File: config.mk
export PLATFORM = sky130hd
export DESIGN_NAME = time_value_entry
export DESIGN_NICKNAME = d
export VERILOG_FILES = /design/src/rtl/time_value_entry.sv
export SDC_FILE = /design/constraint.sdc
export NUM_CORES = 1
export LEC_CHECK = 0
export BUFFER_PORTS_ARGS = -buffer_cell sky130_fd_sc_hd__buf_2
export CAP_MARGIN = 25
export CORE_AREA = 2 2 86 88
export CTS_BUF_LIST = sky130_fd_sc_hd__clkbuf_16
export DETAILED_ROUTE_END_ITERATION = 12
export DIE_AREA = 0 0 88 90
export GPL_TIMING_DRIVEN = 1
export PLACE_DENSITY_LB_ADDON = 0.15
export SLEW_MARGIN = 10
export SYNTH_ARGS = -nofsm -noshare
export SYNTH_HDL_FRONTEND = slang
export SYNTH_SLANG_ARGS = --single-unit
File: constraint.sdc
create_clock -name clock -period 9.95 [get_ports clock]
set_input_delay 0.995 -clock clock [delete_from_list [all_inputs] [get_ports clock]]
set_output_delay 0.995 -clock clock [all_outputs]
set_load 0.02 [all_outputs]
File: src/rtl/time_value_entry.sv
// Two-digit keypad entry for hour/minute/second fields with per-keystroke range check and a load strobe.
// Optional: define TIME_ENTRY_CLEAR_EN to make key 4'hA clear the active field.
//
// state | meaning
// IDLE  | waiting for the setting FSM to select a field
// ENTRY | digits accumulate into the active field
// LOAD  | one-cycle load_time strobe
// DONE  | wait for completeSetting to drop
module time_value_entry #(
  parameter int HOUR_MAX   = 23,
  parameter int MINSEC_MAX = 59
) (
  input  logic       clock,
  input  logic       reset,
  input  logic       key_valid,
  input  logic [3:0] key_code,
  input  logic       hour_en,
  input  logic       min_en,
  input  logic       sec_en,
  input  logic       completeSetting,
  output logic [4:0] set_hour,
  output logic [5:0] set_min,
  output logic [5:0] set_sec,
  output logic       load_time,
  output logic       key_reject,
  output logic       entry_busy
);

  localparam logic [1:0] IDLE  = 2'd0;
  localparam logic [1:0] ENTRY = 2'd1;
  localparam logic [1:0] LOAD  = 2'd2;
  localparam logic [1:0] DONE  = 2'd3;

  localparam logic [6:0] HOUR_LIMIT   = 7'(HOUR_MAX);
  localparam logic [6:0] MINSEC_LIMIT = 7'(MINSEC_MAX);

  logic [1:0] state_q, state_d;
  logic       cs_q;
  logic [4:0] hour_q, hour_d;
  logic [5:0] min_q, min_d;
  logic [5:0] sec_q, sec_d;
  logic       reject_q, reject_d;

  logic       sel_hour, sel_min, sel_sec, field_active;
  logic [5:0] cur_val;
  logic [6:0] cur_max;
  logic [3:0] last_digit;
  logic [6:0] candidate;
  logic [6:0] new_val;
  logic       in_entry, digit_hit, accept, clear_hit, write_en, cs_rise;

  // Upstream may leave several enables high; the most recently reached field wins.
  assign sel_sec      = sec_en;
  assign sel_min      = min_en & ~sec_en;
  assign sel_hour     = hour_en & ~min_en & ~sec_en;
  assign field_active = sel_sec | sel_min | sel_hour;

  always_comb begin
    cur_val = 6'd0;
    cur_max = MINSEC_LIMIT;
    if (sel_sec) begin
      cur_val = sec_q;
    end else if (sel_min) begin
      cur_val = min_q;
    end else if (sel_hour) begin
      cur_val = {1'b0, hour_q};
      cur_max = HOUR_LIMIT;
    end
  end

  // Rolling entry: keep the previous units digit as tens, computed at 7 bits (max 99).
  assign last_digit = 4'(cur_val % 6'd10);
  assign candidate  = ({3'b000, last_digit} * 7'd10) + {3'b000, key_code};

  assign in_entry  = (state_q == ENTRY);
  assign digit_hit = in_entry & key_valid & field_active & (key_code <= 4'd9);
  assign accept    = digit_hit & (candidate <= cur_max);
  assign reject_d  = digit_hit & ~accept;

`ifdef TIME_ENTRY_CLEAR_EN
  assign clear_hit = in_entry & key_valid & field_active & (key_code == 4'hA);
`else
  assign clear_hit = 1'b0;
`endif

  assign write_en = accept | clear_hit;
  assign new_val  = clear_hit ? 7'd0 : candidate;

  always_comb begin
    hour_d = hour_q;
    min_d  = min_q;
    sec_d  = sec_q;
    if (write_en) begin
      if (sel_sec) begin
        sec_d = 6'(new_val);
      end else if (sel_min) begin
        min_d = 6'(new_val);
      end else if (sel_hour) begin
        hour_d = 5'(new_val);
      end
    end
  end

  assign cs_rise = completeSetting & ~cs_q;

  always_comb begin
    state_d = state_q;
    case (state_q)
      IDLE: begin
        if (hour_en | min_en | sec_en) begin
          state_d = ENTRY;
        end
      end
      ENTRY: begin
        if (cs_rise) begin
          state_d = LOAD;
        end
      end
      LOAD: begin
        state_d = DONE;
      end
      DONE: begin
        if (!completeSetting) begin
          state_d = IDLE;
        end
      end
      default: begin
        state_d = IDLE;
      end
    endcase
  end

  always_ff @(posedge clock) begin
    if (!reset) begin
      state_q  <= IDLE;
      cs_q     <= 1'b0;
      hour_q   <= 5'd0;
      min_q    <= 6'd0;
      sec_q    <= 6'd0;
      reject_q <= 1'b0;
    end else begin
      state_q  <= state_d;
      cs_q     <= completeSetting;
      hour_q   <= hour_d;
      min_q    <= min_d;
      sec_q    <= sec_d;
      reject_q <= reject_d;
    end
  end

  assign set_hour   = hour_q;
  assign set_min    = min_q;
  assign set_sec    = sec_q;
  assign load_time  = (state_q == LOAD);
  assign key_reject = reject_q;
  assign entry_busy = in_entry;

endmodule

**Word level (Yosys, flattened, before mapping)**

Cells that the tools add are included.

- Bits of input ports: 11
- Logic and storage cells: 50
- Flip-flop bits (word level): 21
- Output and inout bits: 20

- Add/sub/neg operators: 1
- Reductions and logical operators: 5
- Order comparisons: 2
- Bitwise operators: 18
- Equality and inequality tests: 6
- Div/mod/pow operators: 1
- $mul: 1
- Muxes and demuxes: 10

Operators with widths:

| operator | count |
|---|---|
| 2-to-1 mux 6 bit | 4 |
| bitwise AND 1 bit | 9 |
| one-hot mux 2 bit (4 select lines) | 1 |
| adder 7 x 4 -> 7 bit | 1 |
| less-or-equal comparator 7 bit | 1 |
| 2-to-1 mux 7 bit | 1 |
| modulo 6 x 4 -> 6 bit, second input constant | 1 |
| multiplier 4 x 3 -> 6 bit, second input constant | 1 |
| 2-to-1 mux 2 bit | 3 |
| AND reduction 3 bit | 2 |
| 2-to-1 mux 5 bit | 1 |
| NOT 1 bit | 5 |
| equality test 2 bit, second input constant | 2 |
| less-or-equal comparator 4 bit, second input constant | 1 |
| inequality test 2 bit, second input constant | 2 |
| bitwise OR 1 bit | 4 |
| AND reduction 4 bit | 1 |
| equality test 2 x 1 -> 1 bit, second input constant | 1 |
| logical NOT 2 bit | 1 |
| inequality test 2 x 1 -> 1 bit, second input constant | 1 |
| AND reduction 2 bit | 1 |

**Longest topological paths before layout**

- Depth after elaboration: 13
- Depth in mapped cells: 24
- Gate-level depth less buffers: 23

**Least setup slack after synthesis**

OpenSTA, ideal clock, no wires.

- Kind: input-to-reg
- From: input port sec_en
- To: register min_q[0] (netlist: set_min[0])
- Data required time: 9.878 ns
- Arrival time: 5.490 ns
- Path slack: 4.389 ns
- Library setup time: 0.072 ns
- Stages: 24
- Buffers on the path: 1
- Cells stage by stage: buf_6 -> a21o_1 -> o21ai_2 -> inv_2 -> ha_1 -> o211ai_1 -> a211oi_1 -> a21o_1 -> mux2i_1 -> nor2b_1 -> o21ai_0 -> o21ai_0 -> ha_1 -> ha_1 -> inv_1 -> fa_1 -> xnor2_1 -> ha_1 -> a41oi_1 -> a31oi_1 -> nor3_1 -> nand3_1 -> mux2i_4 -> mux2i_1

- Cells in the longest elaborated chain, start to end: 11

RTL lines:

| what | line | source |
|---|---|---|
| start: declaration | 19 | `input logic sec_en,` |
| NOT 1 bit (no line) | -- |  |
| bitwise AND 1 bit | 55 | `assign sel_hour = hour_en & ~min_en & ~sec_en;` |
| 2-to-1 mux 5 bit | 65 | `end else if (sel_hour) begin` |
| 2-to-1 mux 6 bit | 63 | `end else if (sel_min) begin` |
| 2-to-1 mux 6 bit (*) | 61 | `if (sel_sec) begin` |
| modulo 6 x 4 -> 6 bit (*) | 72 | `assign last_digit = 4'(cur_val % 6'd10);` |
| multiplier 4 x 3 -> 6 bit (*) | 73 | `assign candidate = ({3'b000, last_digit} * 7'd10) + {3'b000, key_code};` |
| adder 7 x 4 -> 7 bit (*) | 73 |  |
| named net candidate[5] | 48 | `logic [6:0] candidate;` |
| less-or-equal comparator 7 bit (*) | 77 | `assign accept = digit_hit & (candidate <= cur_max);` |
| bitwise AND 1 bit (*) | 77 |  |
| AND reduction 3 bit (no line) (*) | -- |  |
| end signal: assignment | 145 | `min_q <= min_d;` |
| end: declaration | 40 | `logic [5:0] min_q, min_d;` |

The timed path passes the listed nets; every way through them passes the cells marked *.
A chain may end at the register's enable or synchronous reset.

**Worst setup path after layout**

- From: input port min_en
- To: register min_q[4] (netlist: set_min[4])

- Cells in the longest elaborated chain, start to end: 12

RTL lines:

| what | line | source |
|---|---|---|
| start: declaration | 18 | `input logic min_en,` |
| NOT 1 bit | 55 |  |
| bitwise AND 1 bit (2 in series) | 55 |  |
| 2-to-1 mux 5 bit | 65 |  |
| 2-to-1 mux 6 bit (*) | 63 |  |
| 2-to-1 mux 6 bit (*) | 61 |  |
| modulo 6 x 4 -> 6 bit (*) | 72 |  |
| multiplier 4 x 3 -> 6 bit (*) | 73 |  |
| adder 7 x 4 -> 7 bit (*) | 73 |  |
| named net candidate[5] | 48 |  |
| less-or-equal comparator 7 bit (*) | 77 |  |
| bitwise AND 1 bit (*) | 77 |  |
| AND reduction 3 bit (no line) (*) | -- |  |

Marked as above.

==> results.cfg <==
[route]
vias = 1459
ant_nets = 0
dr.pass1.iters = 5
drtIter0Drc = 44
drt_wl_total_um = 4170
viasPerCell = 4.53
drc = 0
routedWlPerCell_um = 12.9

[clock_tree]
clockBufferDepth = 2
clock-sinks = 21
hold_buffers = 0
htree_levels = 1
path_clk_slew_ps = 60
cts-root-buf = clkbuf_16
clk_latency_ps = 260
ctsResizeCount = 0
cts_tree = yes
numCtsBuffers = 3
cts_setup_buffers = 0

[logic_synthesis]
synth_top_area_cell = dfxtp_1
ys.warnings.count = 0
postSynthCellCount = 196
avgSynthCellArea_um2 = 8.67
mappedNetlistArea_um2 = 1700
ys_seq_elements = 21
ys_seq_area_share_pct = 24.7
synth_area_leaders = dfxtp_1 25%, ha_1 12%, mux2i_1 11%
synth_nets = 225
async_flop_share_pct = 0
yosys.area.top_type_share_pct = 24.7
synth-edff-count = 0
ys_types = 49
ys.flop_type = dfxtp_1

[sta]
fin_tns_setup_ps = 0
fin_crit_ps = 6130
min_period_over_period_pct = 61.6
rsz0062_at_grt = false
clock-skew-final_ps = 6.24
slew_headroom_pct = 59.4
drv_slew = 0
hold_viol = 0
max_freq_ghz = 0.163
max_slew.worst_pin.slew_ps = 608
fin_ws_ps = 3820
fin_hold_ws_ps = 476
setup_viol = 0

[die]
rows = 31
core-area_um2 = 7020
start_util_pct = 24.2
fp.dieH_um = 90
die_w_um = 88
io_pins = 31
dieArea_um2 = 7920

[critical_path]
path_max_fanout = 15
crit_type = input pin to flip-flop
startpoint = min_en
arrival_ps = 6320
r2r-start = set_min[4]$_SDFFE_PN0P_
r2r_end = set_min[4]$_SDFFE_PN0P_
worstPathRequired_ps = 10140
r2r_slack_ps = 4510
worstSetupEndpointType = flip-flop
worst_r2r_path_depth = 22
critPathLaunchType = input pin

[power_and_ir_drop]
p_per_area_nw_per_um2 = 139
peakVddDrop_mv = 0.0641
power_leakage_nw = 0.914

[placed_design]
pre_cts_slack_ps = 3570
dp_hpwl_um = 3310
gp_congestion = 0.706
port_buffers = 30

[min_path]
hp-start = set_min[0]$_SDFFE_PN0P_
hold_class = flip-flop to flip-flop
whs_path_depth = 2
min_to = set_min[0]$_SDFFE_PN0P_

[global_route]
grt_pass1_vias = 1400
grt_max_degree = 28
gr-total-overflow = 0
met2_usage_pct = 18.4
gr-usage-all-layers_pct = 11.1
met3_usage_pct = 1.19
grt_pass1_wl_um = 6910
antenna_found_initial = 0
top_usage_layer = met2
grt_use_met1_pct = 14.8

[layout]
diodes = 0
syn_to_final_growth_pct = 18.1
fin_nets = 253
drive_above_1_share_pct = 20.6
layout_commonest_cell = nand2_1
final_cell_mix = 33 x nand2_1, 30 x buf_2, 21 x dfxtp_1, 18 x mux2i_1, 16 x ha_1

[status]
status = completed

[job]
drv_cap = 0
[where the power goes]
part / switching, mW / internal [mW] / total, mW
Clock: 0.0328 / 0.0541 / 0.0868
Combinational: 0.0579 / 0.0394 / 0.0973
Sequential: 0.00509 / 0.0901 / 0.0951
[per-stage QoR]
| step | power (mW) | cells | instance area (um^2) | utilization, % |
|---|---|---|---|---|
| after floorplan | 0.173 | 196 | 1700 | - |
| after global placement | 0.197 | 318 | 1930 | 27.4 |
| after detailed placement | 0.196 | 318 | 1930 | 27.4 |
| after CTS | 0.285 | 322 | 2010 | 28.6 |
| after global routing | 0.300 | 322 | 2010 | 28.6 |
| final | 0.279 | 322 | 2010 | 28.6 |
[flip-flops by register name, indices dropped and copies added, names as in the netlist]
signal      count
state_q         2
key_reject      1
set_hour        5
cs_q            1
set_sec         6
set_min         6
[cells by family after synthesis]
logic type | synth area share [%]
AOI/OAI and AO/OA | 16.7
xor gates and xnor gates | 2.58
adders and majority gates | 14.1
buffers and inverters | 4.71
DFF | 24.7
muxes | 15.7
and+or+nand+nor | 21.4
[synth_stat cells (3+ instances only)]
master and number:
nand3b_1 3, a21oi_1 10, a22oi_1 3, nor2b_1 4, a21o_1 4, ha_1 16
and2_1 3, xnor2_1 3, nand3_1 7, mux2i_1 18, nor3_1 3, o21ai_0 6
nand2_1 33, dfxtp_1 21, nor2_1 6, o211a_1 3, clkbuf_1 3, inv_1 8
[how the worst max path moves through the flow]
stage	to	slack, ps	cells after the start
final	set_min[4]$_SDFFE_PN0P_	3820	24
after CTS	set_min[3]$_SDFFE_PN0P_	3830	24
after global routing	set_sec[3]$_SDFFE_PN0P_	3330	24
after floorplan	set_min[0]$_SDFFE_PN0P_	4390	24
after detailed placement	set_min[3]$_SDFFE_PN0P_	3570	24
after global placement	set_sec[0]$_SDFFE_PN0P_	3610	22
[critical path, cell delays in order]
cell and delay [ps]:
buf_2 250, and3b_1 250, o21ai_2 200, inv_2 80, ha_1 180, o211ai_1 170, a211oi_1 130, a21o_1 190
mux2i_1 280, nor2b_1 80, o21ai_0 170, o21ai_0 220, ha_1 360, ha_1 190, inv_1 60, fa_1 450
xnor2_1 240, ha_1 280, a41oi_1 150, a31oi_1 80, nor3_1 520, nand3_1 220, mux2i_4 370, mux2i_1 220
[final cells by class]
cell class | count | area (um^2)
inverters | 9 | 33.8
clock inverters | 1 | 5.00
multi-input cells | 159 | 1200
flip-flops and latches | 21 | 420
well taps | 99 | 124
clock buffers | 3 | 75.1
repair buffers | 30 | 150
fillers | 779 | 5010
[routing by layer]
layer | vias up | wire (um)
met4 | 0 | 56
met3 | 5 | 84
met1 | 678 | 2000
li1 | 758 | -
met5 | - | 0
met2 | 18 | 2030
(Power assumes the default switching activity.)
